File: src/rtl/ysram_arbiter.sv
// Y SRAM arbiter: one single-port row SRAM shared by row reads and 48-bit lane read-modify-writes.
// Define YSRAM_ARB_RR_EN for round-robin arbitration; default is fixed write-over-read priority.

module ysram_lane_merge #(
  parameter int VEC_W = 48,
  parameter int LANE  = 0
) (
  input  logic [VEC_W-1:0] oldLane,
  input  logic [VEC_W-1:0] newLane,
  input  logic [2:0]       slot,
  output logic [VEC_W-1:0] mergedLane
);
  assign mergedLane = (slot == 3'(LANE)) ? newLane : oldLane;
endmodule

module ysram_arbiter #(
  parameter int NUM_LANES = 5,
  parameter int VEC_W     = 48,
  parameter int ADDR_W    = 11,
  parameter int ROW_W     = 256
) (
  input  logic              clock,
  input  logic              reset,
  input  logic              rd_req,
  input  logic [ADDR_W-1:0] rd_addr,
  output logic              rd_gnt,
  output logic              rd_valid,
  output logic [ROW_W-1:0]  rd_data,
  input  logic              wr_req,
  input  logic [ADDR_W-1:0] wr_addr,
  input  logic [2:0]        wr_slot,
  input  logic [VEC_W-1:0]  wr_data,
  output logic              wr_gnt,
  output logic              wr_done,
  output logic              wr_err,
  output logic              mem_en,
  output logic              mem_wen,
  output logic [ADDR_W-1:0] mem_addr,
  output logic [ROW_W-1:0]  mem_wdata,
  input  logic [ROW_W-1:0]  mem_rdata,
  output logic              busy
);
  localparam int LANE_BITS = NUM_LANES * VEC_W;

  typedef enum logic [2:0] {IDLE, RD_ISSUE, RD_DATA, WR_RD, WR_WAIT, WR_WR} state_t;

  state_t             state, nextState;
  logic               lastWasWr, nextLastWasWr;
  logic [2:0]         slotQ, nextSlotQ;
  logic [VEC_W-1:0]   dataQ, nextDataQ;
  logic               nRdGnt, nRdValid, nWrGnt, nWrDone, nWrErr, nMemEn, nMemWen;
  logic [ROW_W-1:0]   nRdData, nMemWdata;
  logic [ADDR_W-1:0]  nMemAddr;
  logic               wrWins;

  logic [NUM_LANES-1:0][VEC_W-1:0] oldLanes, mergedLanes;

  assign oldLanes = mem_rdata[LANE_BITS-1:0];

  for (genvar i = 0; i < NUM_LANES; i++) begin : gLane
    ysram_lane_merge #(.VEC_W(VEC_W), .LANE(i)) uMerge (
      .oldLane    (oldLanes[i]),
      .newLane    (dataQ),
      .slot       (slotQ),
      .mergedLane (mergedLanes[i])
    );
  end

`ifdef YSRAM_ARB_RR_EN
  // lastWasWr resets to 0, so the first contended grant goes to the write
  assign wrWins = ~lastWasWr;
`else
  assign wrWins = 1'b1;
`endif

  assign busy = (state != IDLE);

  always_comb begin
    nextState     = state;
    nextLastWasWr = lastWasWr;
    nextSlotQ     = slotQ;
    nextDataQ     = dataQ;
    nRdGnt        = 1'b0;
    nRdValid      = 1'b0;
    nRdData       = rd_data;
    nWrGnt        = 1'b0;
    nWrDone       = 1'b0;
    nWrErr        = 1'b0;
    nMemEn        = 1'b0;
    nMemWen       = 1'b0;
    nMemAddr      = mem_addr;
    nMemWdata     = mem_wdata;
    case (state)
      IDLE: begin
        if (wr_req && (!rd_req || wrWins)) begin
          nWrGnt        = 1'b1;
          nextLastWasWr = 1'b1;
          if (wr_slot <= 3'(NUM_LANES - 1)) begin
            nextState = WR_RD;
            nextSlotQ = wr_slot;
            nextDataQ = wr_data;
            nMemAddr  = wr_addr;
            nMemEn    = 1'b1;
          end else begin
            nWrErr = 1'b1;
          end
        end else if (rd_req) begin
          nRdGnt        = 1'b1;
          nextLastWasWr = 1'b0;
          nextState     = RD_ISSUE;
          nMemAddr      = rd_addr;
          nMemEn        = 1'b1;
        end
      end
      RD_ISSUE: nextState = RD_DATA;
      RD_DATA: begin
        nRdData   = mem_rdata;
        nRdValid  = 1'b1;
        nextState = IDLE;
      end
      WR_RD: nextState = WR_WAIT;
      WR_WAIT: begin
        // top pad bits above the lanes ride through untouched
        nMemWdata = {mem_rdata[ROW_W-1:LANE_BITS], mergedLanes};
        nMemEn    = 1'b1;
        nMemWen   = 1'b1;
        nextState = WR_WR;
      end
      WR_WR: begin
        nWrDone   = 1'b1;
        nextState = IDLE;
      end
      default: nextState = IDLE;
    endcase
  end

  always_ff @(posedge clock or posedge reset) begin
    if (reset) begin
      state     <= IDLE;
      lastWasWr <= 1'b0;
      slotQ     <= '0;
      dataQ     <= '0;
      rd_gnt    <= 1'b0;
      rd_valid  <= 1'b0;
      rd_data   <= '0;
      wr_gnt    <= 1'b0;
      wr_done   <= 1'b0;
      wr_err    <= 1'b0;
      mem_en    <= 1'b0;
      mem_wen   <= 1'b0;
      mem_addr  <= '0;
      mem_wdata <= '0;
    end else begin
      state     <= nextState;
      lastWasWr <= nextLastWasWr;
      slotQ     <= nextSlotQ;
      dataQ     <= nextDataQ;
      rd_gnt    <= nRdGnt;
      rd_valid  <= nRdValid;
      rd_data   <= nRdData;
      wr_gnt    <= nWrGnt;
      wr_done   <= nWrDone;
      wr_err    <= nWrErr;
      mem_en    <= nMemEn;
      mem_wen   <= nMemWen;
      mem_addr  <= nMemAddr;
      mem_wdata <= nMemWdata;
    end
  end
endmodule

File: config.mk
export PLATFORM = sky130hd
export DESIGN_NAME = ysram_arbiter
export DESIGN_NICKNAME = d
export VERILOG_FILES = /design/src/rtl/ysram_arbiter.sv
export SDC_FILE = /design/constraint.sdc
export NUM_CORES = 1
export LEC_CHECK = 0
export CORE_AREA = 2 2 338 340
export CTS_CLUSTER_DIAMETER = 40
export CTS_CLUSTER_SIZE = 16
export DETAILED_ROUTE_END_ITERATION = 6
export DIE_AREA = 0 0 340 342
export PLACE_DENSITY = 0.56
export RECOVER_POWER = 100
export REMOVE_ABC_BUFFERS = 1
export SLEW_MARGIN = 20
export SYNTH_ARGS = -nofsm -noshare
export SYNTH_HDL_FRONTEND = slang
export SYNTH_HIERARCHICAL = 1
export SYNTH_SLANG_ARGS = --single-unit
export TNS_END_PERCENT = 50
File: constraint.sdc
create_clock -name clock -period 63.3 [get_ports clock]
set_input_delay 12.66 -clock clock [delete_from_list [all_inputs] [get_ports clock]]
set_output_delay 12.66 -clock clock [all_outputs]
set_load 0.005 [all_outputs]
Word level (Yosys, flattened, before mapping)
Cells that the tools add are included.
{"block": "word_totals", "reg_bits": 584, "inputBits": 333, "word_cells": 59}
{"block": "classes", "n_eq_ne": 12, "magnitude_cmp": 1, "reduce_logical": 7, "n_mux": 26}
{"op": "$mux 48", "n": 5}
{"op": "$mux 11", "n": 3}
{"op": "$mux 1", "n": 13}
{"op": "$eq 3x2->1 const B", "n": 4}
{"op": "$pmux 3 s4", "n": 1}
{"op": "$eq 3x3->1 const B", "n": 3}
{"op": "$mux 3", "n": 3}
{"op": "$eq 3x1->1 const B", "n": 2}
{"op": "$logic_not 3->1", "n": 2}
{"op": "$ne 3x3->1 const B", "n": 2}
{"op": "$reduce_and 3->1", "n": 2}
{"op": "$le 3x3->1 const B", "n": 1}
{"op": "$reduce_bool 3->1", "n": 1}
{"op": "$ne 2x1->1 const B", "n": 1}
{"op": "$pmux 1 s2", "n": 1}
{"op": "$reduce_and 2->1", "n": 1}
{"op": "$reduce_bool 2->1", "n": 1}

Depth between registers and ports, before layout
Gate-level depths: netlist (run 1).
{"block": "logic_depth", "word_depth": 4, "ltp_mapped": 6}

Modules after synthesis
The synthesis (run 1) kept the hierarchy.
{"mod": "ysram_arbiter", "area_per_inst_um2": 21881.0, "cells_each": 1274, "seq_area_each_um2": 14614.0, "n_inst": 1}
{"mod": "ysram_lane_merge at gLane[1].uMerge ...", "area_per_inst_um2": 601.8, "cells_each": 54, "seq_area_each_um2": 0.0, "n_inst": 3}
{"mod": "ysram_lane_merge at gLane[3].uMerge", "area_per_inst_um2": 679.4, "cells_each": 54, "seq_area_each_um2": 0.0, "n_inst": 1}
{"mod": "ysram_lane_merge at gLane[0].uMerge", "area_per_inst_um2": 590.6, "cells_each": 54, "seq_area_each_um2": 0.0, "n_inst": 1}

Least setup slack after synthesis (run 1)
OpenSTA, ideal clock, no wires.
{"block": "synth_path", "path_type": "input to register", "startpoint": "input wr_slot[1]", "endpoint": "register dataQ[10]", "t_arrival_ns": 13.587, "required_ns": 63.175, "stages": 4, "setup_time_ns": 0.125, "path_buffers": 1, "path_slack_ns": 49.589, "cell_sequence": "o21ai_1 > nand3_1 > buf_2 > mux2_2"}
{"block": "synth_between", "elab_chain_cells": 2}
{"item": "start: declaration", "line_no": "31", "text": "input logic [2:0] wr_slot,"}
{"item": "$le 3x3->1", "line_no": "98", "text": "if (wr_slot <= 3'(NUM_LANES - 1)) begin"}
{"item": "$reduce_and 3->1 (no line)"}
{"item": "end signal: assignment", "line_no": "157", "text": "dataQ <= nextDataQ;"}
{"item": "end: declaration", "line_no": "50", "text": "logic [VEC_W-1:0] dataQ, nextDataQ;"}
Every way passes these cells.
A chain may end at the register's enable or synchronous reset.

==> results.json, run 1 <==
{
  "grt_max_degree": 84,
  "finalSetupViolations": 0,
  "chipWidth_um": 340,
  "rrSetupSlack_ns": 57.37,
  "fp.coreArea_um2": 113100,
  "start_util": 0.2207,
  "comb_power_share": 0.364,
  "post-route-util": 0.3442,
  "min_to": "rd_data[219]",
  "overflow": 0,
  "antenna_left": 0,
  "antenna_found_initial": 33,
  "crit_type": "primary input to async pin",
  "cp_slowest_stage_delay_ns": 2.90,
  "p_switching_uw": 637.6,
  "worst_path_most_repeated_cell": "clkbuf_1",
  "yosysSeqAreaShare": 0.5856,
  "path_max_fanout": 83,
  "cts_buffer_depth": 3,
  "r2r_cells": 5,
  "grt_pass1_vias": 18150,
  "drive_gt1_frac": 0.2714,
  "max_slew.worst_pin.slew_ns": 4.094,
  "wl_per_cell_um": 21.39,
  "cts_repair_resize_count": 0,
  "synth_top_area_share": 0.5856,
  "io_buffers": 863,
  "endpoint_kind": "async pin",
  "dpl_cell_area_um2": 34980,
  "ios": 864,
  "synthCells": 1544,
  "synth_edf_count": 0,
  "dpl.hpwl_mm": 62.72,
  "crit_chain": "dlygate4sd3_1 -> clkinvlp_2 -> clkbuf_1 -> clkbuf_1 -> clkbuf_1",
  "vias_per_cell": 4.135,
  "holdPathStages": 1,
  "post_cts_buffers": 0,
  "drt_first_iter_violations": 513,
  "avgSynthCellArea_um2": 16.16,
  "grt_pass1_wl_mm": 127.0,
  "tns_ns": 0,
  "peakVddDrop_mv": 0.02753,
  "fin_crit_ns": 23.83,
  "cts_tree": "yes",
  "row_count": 124,
  "async_flop_share": 1.000,
  "r2r_start": "state[0]",
  "dieHeight_um": 342,
  "synth_warnings": 6,
  "clock_sinks": 584,
  "power.internal_uw": 1434,
  "hold_violations": 0,
  "sequentialPowerShare": 0.329,
  "slew_viol_final": 757,
  "whs_ns": 0.4734,
  "yosys-top-cells-area": "dfrtp_1 59%, mux2_2 21%, mux2_1 14%",
  "rsz0062_at_grt": "no",
  "final_common_cell": "dlygate4sd3_1",
  "ys.flop_type": "dfrtp_1",
  "hp-class": "flop to flop",
  "post-route-period-util": 0.3764,
  "routabilityCongestion": 0.8060,
  "stdcell_count": 4078,
  "final_cell_area_um2": 38930,
  "clock_latency_ns": 0.69,
  "critPathArrivalTime_ns": 23.69,
  "crit_slowest_cell": "clkbuf_1",
  "finalNetCount": 2790,
  "dp_cells": 3854,
  "p_per_area_nw_per_um2": 53.20,
  "cts_max_level": 3,
  "start_kind": "primary input",
  "syn-cell-area_um2": 24960,
  "dieArea_um2": 116300,
  "yosysUniqueCellTypes": 32,
  "cap_violations": 13,
  "grt_use_total": 0.1464,
  "reg2reg_to": "rd_data[232]",
  "dr.pass1.iters": 4,
  "violations": "capacitance limit, slew limit",
  "syn_to_final_growth_pct": 56.00,
  "cts_hold_buffers": 0,
  "clk_pin_slew_ns": 0.05,
  "wl_mm": 87.24,
  "timing.fmax_mhz": 41.97,
  "switching_share": 0.3078,
  "drc": 0,
  "outcome": "complete, but fails checks",
  "finalClockSkew_ns": 0.04463,
  "root_buffer": "clkbuf_16",
  "power_frac_clock": 0.307,
  "most-common-layout-cells": "788 x dlygate4sd3_1, 584 x dfrtp_1, 466 x mux2_2",
  "vias": 16860,
  "synth_seq_cells": 584,
  "cellLeakagePower_uw": 0.01605,
  "slew_headroom": -1.729,
  "yosys.area.top_type": "dfrtp_1",
  "hp-start": "rd_data[219]",
  "numCtsBuffers": 112,
  "crit_required_ns": 63.17
}
==> kinds of logic (layout without fill, tap and decap cells) <==
logic type | count (synthesis) | count (layout) | synth area share
AOI/OAI and AO/OA | 27 | 27 | 0.007971
buffers and inverters | 97 | 1106 | 0.03184
DFF | 584 | 584 | 0.5856
muxes | 802 | 802 | 0.3649
other | 0 | 13 | 0
and+or+nand+nor | 34 | 34 | 0.009726
==> power groups by stage <==
stage | combinational [uW] | clock (uW) | sequential, uW
6_report | 754 | 636 | 682
5_1_grt | 810 | 670 | 712
4_1_cts | 842 | 654 | 694
3_5_place_dp | 838 | 0 | 697
3_3_place_gp | 834 | 0 | 692
2_1_floorplan | 338 | 0 | 683
==> how the worst max path moves through the flow <==
stage / start / endpoint / slack, ns / cells after the start
floorplan: reset / dataQ[0] / 34.30 / 1
CTS: reset / rd_data[119] / 47.55 / 5
global route: reset / rd_data[119] / 37.21 / 5
detailed placement: reset / rd_data[114] / 46.81 / 5
finish: reset / mem_wdata[120] / 39.47 / 5
global placement: reset / mem_wdata[119] / 46.81 / 5
==> routing by layer <==
layer  vias up  GRT usage  share of wire
met4        12    0.05946          0.031
met2       637     0.2484           0.50
met3       165    0.05382          0.084
li1       7493          -              -
met1      8554     0.1662           0.39
met5         -          0        0.00092
==> layout make-up <==
cell class	instances	area (um2)
Sequential cell	584	14610
Tap cell	1512	1892
Inverter	5	27.53
Clock buffer	128	2953
Antenna cell	13	32.53
Timing Repair Buffer	891	8800
Fill cell	11060	74170
Multi-Input combinational cell	863	9503
Clock inverter	82	1110
==> cell usage after synthesis (all sizes together), types with 2 or more instances <==
| library cell | n |
|---|---|
| a31oi | 10 |
| buf | 86 |
| clkbuf | 6 |
| dfrtp | 584 |
| inv | 5 |
| mux2 | 802 |
| nand2 | 6 |
| nand3b | 3 |
| nor2 | 3 |
| nor2b | 10 |
| nor3 | 3 |
| nor3b | 5 |
| o21ai | 2 |
| o2bb2ai | 10 |
==> flip-flops by register name (all words and copies together) (netlist names) <==
| register | flops |
|---|---|
| dataQ | 48 |
| wr_done | 1 |
| rd_gnt | 1 |
| mem_en | 1 |
| mem_wen | 1 |
| wr_gnt | 1 |
| slotQ | 3 |
| mem_wdata | 256 |
| wr_err | 1 |
| rd_data | 256 |
| state | 3 |
| mem_addr | 11 |
| rd_valid | 1 |
==> worst max-delay path, delay by kind of cell <==
family,cells,cell delay (ns)
buf+inv,5,10.82
==> through the flow <==
stage	power (uW)	worst slack (ns)
floorplan	1021	34.30
global placement	1526	46.81
detailed placement	1535	46.81
CTS	2190	47.55
global route	2193	37.21
finish	2071	39.47
No activity file was read; power rests on OpenSTA's default activity.
==> inputs of run 2 (changes only) <==
--- a/config.mk
+++ b/config.mk
@@ -10,7 +10,7 @@
 export CTS_CLUSTER_SIZE = 16
 export DETAILED_ROUTE_END_ITERATION = 6
 export DIE_AREA = 0 0 340 342
-export PLACE_DENSITY = 0.56
+export PLACE_DENSITY = 0.58
 export RECOVER_POWER = 100
 export REMOVE_ABC_BUFFERS = 1
 export SLEW_MARGIN = 20
==> constraint.sdc (replaced) <==
create_clock -name clock -period 20.5 [get_ports clock]
set_input_delay 4.1 -clock clock [delete_from_list [all_inputs] [get_ports clock]]
set_output_delay 4.1 -clock clock [all_outputs]
set_load 0.005 [all_outputs]
==> run 2 against run 1 <==
Effect of this change: the run still ends with capacitance limit, slew limit left; global-route usage decreased by 0.26 points; largest power group unchanged; highest routed layer unchanged; utilization decreased by 0.075 points; die area unchanged; clock-buffer cell count increased by 10; routed wire length decreased by 0.96%.
==> results.json, run 2 (synthesis gave the netlist of run 1 again) <==
{
  "outcome": "complete, but fails checks",
  "violations": "capacitance limit, slew limit",
  "critPathTopFamily": "buffers and inverters",
  "finalSetupViolations": 0,
  "place_ws_ns": 12.38,
  "cap_violations": 17,
  "cp_slowest_stage_delay_ns": 2.92,
  "dieHeight_um": 342,
  "finalClockSkew_ns": 0.02959,
  "dpl.hpwl_mm": 62.16,
  "cts_repair_resize_count": 0,
  "slew_viol_final": 903,
  "wl_mm": 86.40,
  "grt_pass1_vias": 17940,
  "finalNetCount": 2786,
  "grt_use_total": 0.1438,
  "vias_per_cell": 4.119,
  "antenna_found_initial": 11,
  "drive_gt1_frac": 0.2763,
  "setup_ws_ns": 8.556,
  "io_buffers": 863,
  "start_util": 0.2207,
  "most-common-layout-cells": "584 x dfrtp_1, 544 x dlygate4sd3_1, 469 x mux2_2",
  "path_buf_inv": 5,
  "routabilityCongestion": 0.8125,
  "wl_per_cell_um": 21.24,
  "cts_buffer_depth": 3,
  "final_common_cell": "dfrtp_1",
  "cellLeakagePower_uw": 0.01604,
  "root_buffer": "clkbuf_16",
  "numCtsBuffers": 109,
  "clock_sinks": 584,
  "grt_max_degree": 147,
  "critPathArrivalTime_ns": 12.58,
  "post_cts_buffers": 0,
  "multi_input_comb_area_um2": 9567,
  "overflow": 0,
  "slew_headroom": -2.537,
  "drc": 0,
  "post-route-period-util": 0.5826,
  "clock_latency_ns": 0.68,
  "wl_met1_mm": 32.88,
  "rsz0062_at_grt": "no",
  "grt_pass1_wl_mm": 124.8,
  "chipWidth_um": 340,
  "top_layer_used": "met5",
  "fin_crit_ns": 11.94,
  "reg_top3": "mem_wdata: 256 flops, rd_data: 256 flops, dataQ: 48 flops",
  "dr.pass1.iters": 4,
  "crit_slowest_cell": "clkinvlp_2",
  "vias": 16750,
  "drt_first_iter_violations": 493,
  "crit_type": "primary input to async pin",
  "hp-class": "flop to flop",
  "path_max_fanout": 108,
  "ios": 864,
  "endpoint_kind": "async pin",
  "fp.coreArea_um2": 113100,
  "clk_pin_slew_ns": 0.05,
  "cts_hold_buffers": 0,
  "wl_met3_mm": 6.416,
  "cts_max_level": 3,
  "cts_tree": "yes",
  "crit_required_ns": 21.14,
  "p_per_area_nw_per_um2": 164.4,
  "nFillCells": 11070,
  "dr_wl_met2_mm": 44.96,
  "row_count": 124,
  "syn_to_final_growth_pct": 55.66,
  "total_power_uw": 6386,
  "antenna_left": 0,
  "worst_path_most_repeated_cell": "buf_4",
  "hold_violations": 0,
  "tns_ns": 0,
  "start_kind": "primary input",
  "seqCellArea_um2": 14610,
  "peakVddDrop_mv": 0.1115,
  "timing.fmax_mhz": 83.73,
  "dieArea_um2": 116300,
  "crit_chain": "dlygate4sd3_1 -> clkinvlp_2 -> clkbuf_1 -> buf_4 -> buf_4",
  "max_slew.worst_pin.slew_ns": 5.276
}
run 2: changes by cell type in the layout (fill, tap and decap cells not counted), sizes merged:
cell,before,now
diode,13,7
clkdlybuf4s50,75,319
clkbuf,141,153
dlygate4sd3,788,544
clkinv,31,33
inv,19,12
clkinvlp,18,12
buf,15,12
bufinv,19,16
run 2: cell type report:
cell class,instances,area share
clock buffers,138,0.07795
flip-flops and latches,584,0.3762
diodes,7,0.0004509
multi-input cells,863,0.2463
well taps,1512,0.04870
repair buffers,890,0.2265
clock inverters,68,0.02342
inverters,5,0.0005476
run 2: path summary, 6_finish.rpt:
check                                   from             end  slack, ns  cells past startpoint
worst max-delay path                   reset     rd_data[23]       8.56                      5
worst min-delay path            rd_data[160]    rd_data[160]       0.47                      1
worst max register to register      state[0]    rd_data[232]      10.05                      5
worst min register to register  rd_data[160]    rd_data[160]       0.47                      1
max in group clock                  state[0]    rd_data[232]      10.05                      5
min in group asynchronous              reset  mem_wdata[240]       5.51                      2
run 2: layer usage:
| metal | vias up | global-route usage |
|---|---|---|
| li1 | 7485 | - |
| met1 | 8560 | 0.1585 |
| met2 | 575 | 0.2567 |
| met3 | 127 | 0.04821 |
| met4 | 6 | 0.05088 |
| met5 | - | 0 |
run 2: report_power, final:
part	internal, uW	switching (uW)	total [uW]	leakage (uW)
Clock	1250	645	1900	0.00191
Sequential	1750	365	2110	0.00694
Combinational	1450	932	2380	0.00718
run 2: worst reg2reg max path, stage by stage (launching register included):
cell and delay (ns):
dfrtp_1 0.43, nor3b_1 1.91, clkbuf_1 1.84, clkbuf_1 2.68
clkbuf_1 2.86, mux2_2 0.59
run 2: stage by stage:
| step | utilization | area, um2 | hold WS [ns] | std cells |
|---|---|---|---|---|
| after floorplan | - | 24180 | 0.4794 | 1452 |
| after global placement | 0.3093 | 34980 | 0.4668 | 3853 |
| after detailed placement | 0.3093 | 34980 | 0.4730 | 3853 |
| after CTS | 0.3441 | 38910 | 0.4845 | 4059 |
| after global routing | 0.3434 | 38840 | 0.4888 | 4066 |
| final | 0.3435 | 38850 | 0.4748 | 4067 |
==> inputs of run 3 (changes only) <==
==> constraint.sdc (replaced) <==
create_clock -name clock -period 10.2 [get_ports clock]
set_input_delay 2.04 -clock clock [delete_from_list [all_inputs] [get_ports clock]]
set_output_delay 2.04 -clock clock [all_outputs]
set_load 0.005 [all_outputs]
==> run 3 against run 2 <==
Effect of this change: the flow still finishes with violations (capacitance limit, slew limit); clock power up 100%; via count about the same; clock skew up 0.0087 ns; first-iteration DRC count is 9.7% lower; final cell count is 0.12% higher; critical path depth did not move; setup slack lost 4.8 ns; routed wire length grew 0.28%; utilization is 0.093 points higher; combinational power up 98%; sequential share of layout area down 0.10 points.
==> results.json, run 3 (synthesis gave the netlist of run 1 again) <==
{
  "critPathArrivalTime_ns": 7.07,
  "crit_required_ns": 10.78,
  "rsz0062_at_grt": "no",
  "finalSetupViolations": 0,
  "grt_pass1_vias": 18060,
  "overflow": 0,
  "dpl.hpwl_mm": 61.75,
  "dp_cells": 3851,
  "most-common-layout-cells": "655 x dlygate4sd3_1, 584 x dfrtp_1, 469 x mux2_2",
  "io_buffers": 863,
  "place_ws_ns": 5.526,
  "grt_max_degree": 148,
  "peakVddDrop_mv": 0.1750,
  "start_util": 0.2207,
  "grt_pass1_wl_mm": 124.9,
  "routabilityCongestion": 0.7882,
  "dieHeight_um": 342,
  "drt_first_iter_violations": 445,
  "slew_viol_final": 338,
  "hp-class": "flop to flop",
  "cts_buffer_depth": 3,
  "grt_use_total": 0.1441,
  "path_max_fanout": 51,
  "antenna_left": 0,
  "stdcell_count": 4072,
  "wl_per_cell_um": 21.28,
  "syn_to_final_growth_pct": 56.08,
  "crit_chain": "dlygate4sd3_1 -> clkbuf_1 -> nand3_4 -> clkbuf_1 -> mux2_2",
  "root_buffer": "clkbuf_16",
  "post-route-period-util": 0.6362,
  "finalNetCount": 2786,
  "nFillCells": 11010,
  "critPathTopFamily": "buffers and inverters",
  "post-route-util": 0.3444,
  "numCtsBuffers": 112,
  "final_common_cell": "dlygate4sd3_1",
  "vias": 16760,
  "slew_headroom": -1.947,
  "cap_violations": 7,
  "cts_tree": "yes",
  "vias_per_cell": 4.117,
  "setup_ws_ns": 3.711,
  "cellLeakagePower_uw": 0.01611,
  "crit_type": "primary input to flop",
  "worst_path_most_repeated_cell": "clkbuf_1",
  "start_kind": "primary input",
  "clock_sinks": 584,
  "hold_violations": 0,
  "violations": "capacitance limit, slew limit",
  "dr.pass1.iters": 6,
  "antenna_found_initial": 17,
  "fp.coreArea_um2": 113100,
  "chipWidth_um": 340,
  "crit_slowest_cell": "clkbuf_1",
  "ios": 864,
  "finalClockSkew_ns": 0.03826,
  "clk_pin_slew_ns": 0.05,
  "outcome": "complete, but fails checks",
  "drc": 0,
  "reg_top3": "mem_wdata: 256 flops, rd_data: 256 flops, dataQ: 48 flops",
  "p_per_area_nw_per_um2": 328.1,
  "cts_max_level": 3,
  "fin_crit_ns": 6.489,
  "dieArea_um2": 116300,
  "post_cts_buffers": 0,
  "cp_slowest_stage_delay_ns": 3.09,
  "drive_gt1_frac": 0.2780,
  "max_slew.worst_pin.slew_ns": 4.420,
  "wl_mm": 86.64,
  "whs_ns": 0.4733,
  "clock_latency_ns": 0.68,
  "path_buf_inv": 3,
  "row_count": 124,
  "cts_repair_resize_count": 0,
  "cts_hold_buffers": 0,
  "timing.fmax_mhz": 154.1,
  "endpoint_kind": "flop"
}
-- run 3: changes by cell type in the layout (fill, tap and decap cells not counted), sizes merged, moves of 2 or more --
cell           previous run  this run
buf                      12        17
bufinv                   16        12
clkbuf                  153       158
clkdlybuf4s50           319       208
clkinv                   33        29
diode                     7        13
dlygate4sd3             544       655
inv                      12        10
-- run 3: metal layers --
layer	track usage	vias up	part of all wire
li1	-	7507	-
met1	0.1562	8519	0.37
met2	0.2535	596	0.52
met3	0.05254	138	0.081
met4	0.05946	4	0.031
met5	0	-	0.00028
-- run 3: where the power goes --
group	internal [uW]	switching [uW]	leakage (uW)
Combinational	2850	1860	0.00724
Sequential	3510	751	0.00694
Clock	2510	1290	0.00193
-- run 3: cell type report --
cell class,count,area (um2),area share
repair buffers,887,8830,0.2267
flip-flops and latches,584,14610,0.3752
diodes,13,32.53,0.0008352
clock inverters,57,764.5,0.01963
well taps,1512,1892,0.04857
multi-input cells,863,9579,0.2459
inverters,5,27.53,0.0007067
clock buffers,151,3212,0.08246
-- run 3: stage by stage --
| stage | instance area (um2) | total power (uW) | setup TNS [ns] |
|---|---|---|---|
| after floorplan | 24180 | 6336 | -5126.21 |
| after global placement | 34990 | 9466 | 0 |
| after detailed placement | 34990 | 9535 | 0 |
| after CTS | 38960 | 13440 | 0 |
| after global routing | 38950 | 13500 | 0 |
| final | 38950 | 12780 | 0 |
-- run 3: final timing paths --
path | cells after the start | slack [ns] | from | endpoint
hold reg to reg | 1 | 0.47 | rd_data[169] | rd_data[169]
min in group asynchronous | 2 | 2.96 | reset | rd_data[203]
setup / recovery | 5 | 3.71 | wr_req | dataQ[27]
setup reg to reg | 6 | 4.67 | state[0] | mem_wdata[185]
hold / removal | 1 | 0.47 | rd_data[169] | rd_data[169]
max in group asynchronous | 4 | 3.82 | reset | mem_wdata[97]
-- run 3: worst reg2reg max path, stage by stage, from the launching register on --
cell and delay [ns]:
dfrtp_1 0.43, nor2_1 0.12, nand2_1 0.17, inv_8 0.44, clkbuf_1 2.67, buf_4 1.06, mux2_2 0.48
==> patch: new RTL, config.mk and constraints of run 3 <==
Remove the register `wr_err`: a continuous assignment takes its place, so the output `wr_err` follows one clock earlier.
--- a/src/rtl/ysram_arbiter.sv
+++ b/src/rtl/ysram_arbiter.sv
@@ -145,7 +145,6 @@
       rd_data   <= '0;
       wr_gnt    <= 1'b0;
       wr_done   <= 1'b0;
-      wr_err    <= 1'b0;
       mem_en    <= 1'b0;
       mem_wen   <= 1'b0;
       mem_addr  <= '0;
@@ -160,12 +159,13 @@
       rd_data   <= nRdData;
       wr_gnt    <= nWrGnt;
       wr_done   <= nWrDone;
-      wr_err    <= nWrErr;
       mem_en    <= nMemEn;
       mem_wen   <= nMemWen;
       mem_addr  <= nMemAddr;
       mem_wdata <= nMemWdata;
     end
   end
+
+  assign wr_err = nWrErr;
 endmodule
 
Check against the original RTL: not equivalent (a bounded check fails within 4 cycles, from zero or initial values and one cycle with reset high).
==> patch against run 3 <==
  * Final cell count shrank 0.44%
  * Sequential cell count is 1 lower
  * Worst setup slack worse by 0.23 ns
  * Largest power group unchanged
  * Combinational power grew 0.8%
  * Largest cell class unchanged
  * Routed wire length shrank 0.38%
  * The flow still finishes with violations (max-capacitance violations, max-slew violations)
  * Synthesized area is 0.10% lower
  * Fmax down 3.4%
  * Power decreased by 0.12%
  * Critical endpoint is now mem_wdata[183]
  * Die area stayed put
  * Final area down 0.36%
==> patch: results (changes against run 3) <==
[outcome]
outcome=finished with violations  ; unchanged
violations=max-capacitance violations, max-slew violations  ; unchanged

[routing]
initialDrtViolationCount=438  ; was 445
vias=16700  ; was 16.8k
routed-wl-met3_mm=6.72  ; was 6.99 mm
firstDrtPassIters=4  ; was 6
met2_length_mm=43.9  ; was 44.7 mm
wire_per_inst_um=21.3  ; about the same
routedLengthMet1_mm=32.4  ; was 32.3 mm

[synthesis]
ys_warn_count=6  ; unchanged
synth_common_cells=dfrtp_1 (583), mux2_2 (470), mux2_1 (312), buf_6 (38), buf_4 (34)  ; was dfrtp_1 (584), mux2_2 (470), mux2_1 (312), buf_6 (38), buf_4 (34)
synth_area_leaders=dfrtp_1 (59%), mux2_2 (21%), mux2_1 (14%)  ; unchanged
syn_avg_cell_area_sq_um=16.2  ; about the same
async_flop_share_pct=100  ; unchanged
synth_seq_area_share_pct=58.5  ; was 58.6%

[global_route]
grt_util_met3_pct=5.26  ; was 5.25%
grt_usage_pct=14.5  ; was 14.4%
grt_use_met1_pct=15.9  ; was 15.6%
first_global_vias=18200  ; was 18.1k
antenna_found_initial=14  ; was 17
grt_max_degree=155  ; was 148
grt_util_met2_pct=25.2  ; was 25.4%
grt_pass1_wl_mm=126  ; was 125 mm

[hold_path]
whs_path_depth=1  ; unchanged
min_from=rd_data[62]  ; was rd_data[169]
min_to=rd_data[62]  ; was rd_data[169]

[timing]
fin_skew_ns=0.0412  ; was 0.0383 ns
slew_headroom_pct=-268  ; was -195%
drv_slew=365  ; was 338

[final_layout]
drive_above_1_share_pct=27.8  ; about the same
reg.largest.list=mem_wdata x256, rd_data x256, dataQ x48  ; unchanged
fin_nets=2776  ; was 2786
n_fill_cell=11100  ; was 11.0k
fin_cells=4054  ; was 4072

[worst_setup_path]
cp_max_fo=77  ; was 51
r2r-start=state[0]  ; unchanged
cp.arrival_ns=7.24  ; was 7.07 ns
regToRegEndpoint=mem_wdata[183]  ; was mem_wdata[185]
r2r_setup_slack_ns=3.48  ; was 4.67 ns
critPathMaxStageDelay_ns=2.83  ; was 3.09 ns
rr_worst_depth=5  ; was 6
crit_slowest_cell=clkinvlp_2  ; was clkbuf_1

[place]
hpwl_mm=61.1  ; was 61.7 mm
gp_congestion=0.798  ; was 0.788
placedCellCount=3847  ; was 3851

[power]
switchingPower_uw=3930  ; was 3910 uW
power.leakage_uw=0.0160  ; was 0.0161 uW

[clock_network]
cts_buffers=106  ; was 112

[flow_run]
maxCapViolCount=6  ; was 7

## patch: cell count changes in the layout (fill, tap and decap cells not counted), sizes merged
cell / before / now
bufinv: 12 / 16
clkbuf: 158 / 133
clkdlybuf4s50: 208 / 282
clkinv: 29 / 32
clkinvlp: 11 / 10
dfrtp: 584 / 583
diode: 13 / 6
dlygate4sd3: 655 / 581
inv: 10 / 19
## patch: metrics by stage
stage / hold slack (ns) / setup WS (ns) / total power (uW) / utilization (%) / cell area [sq um]
global placement: 0.467 / 4.13 / 9460 / 30.9 / 35000
detailed placement: 0.474 / 4.16 / 9520 / 30.9 / 35000
global route: 0.486 / 2.59 / 13500 / 34.3 / 38800
CTS: 0.485 / 4.15 / 13400 / 34.3 / 38800
floorplan: 0.479 / -8.15 / 6330 / - / 24200
finish: 0.474 / 3.48 / 12800 / 34.3 / 38800
## patch: how the worst max path moves through the flow
stage                from              to  slack, ns
2_1_floorplan       reset        dataQ[0]      -8.15
3_3_place_gp   wr_slot[1]          wr_err       4.13
3_5_place_dp   wr_slot[0]          wr_err       4.16
4_1_cts        wr_slot[0]          wr_err       4.15
5_1_grt             reset     rd_data[54]       2.59
6_report         state[0]  mem_wdata[183]       3.48
## patch: cell type report
type | count | area, sq um | area share (%)
antenna | 6 | 15.0 | 0.0387
inverter | 5 | 21.3 | 0.0548
sequential | 583 | 14600 | 37.6
multi-input combinational | 863 | 9570 | 24.6
tap | 1512 | 1890 | 4.87
timing repair buffer | 884 | 8840 | 22.8
clock inverter | 72 | 981 | 2.53
clock buffer | 129 | 2900 | 7.48
## patch: kinds of logic (layout without fill, tap and decap cells)
family	after synthesis	in the layout	synth area share, %
AOI/OAI and AO/OA	27	27	0.798
buffers and inverters	97	1090	3.19
DFF	583	583	58.5
muxes	802	802	36.5
other	0	6	0
and+or+nand+nor	34	34	0.974
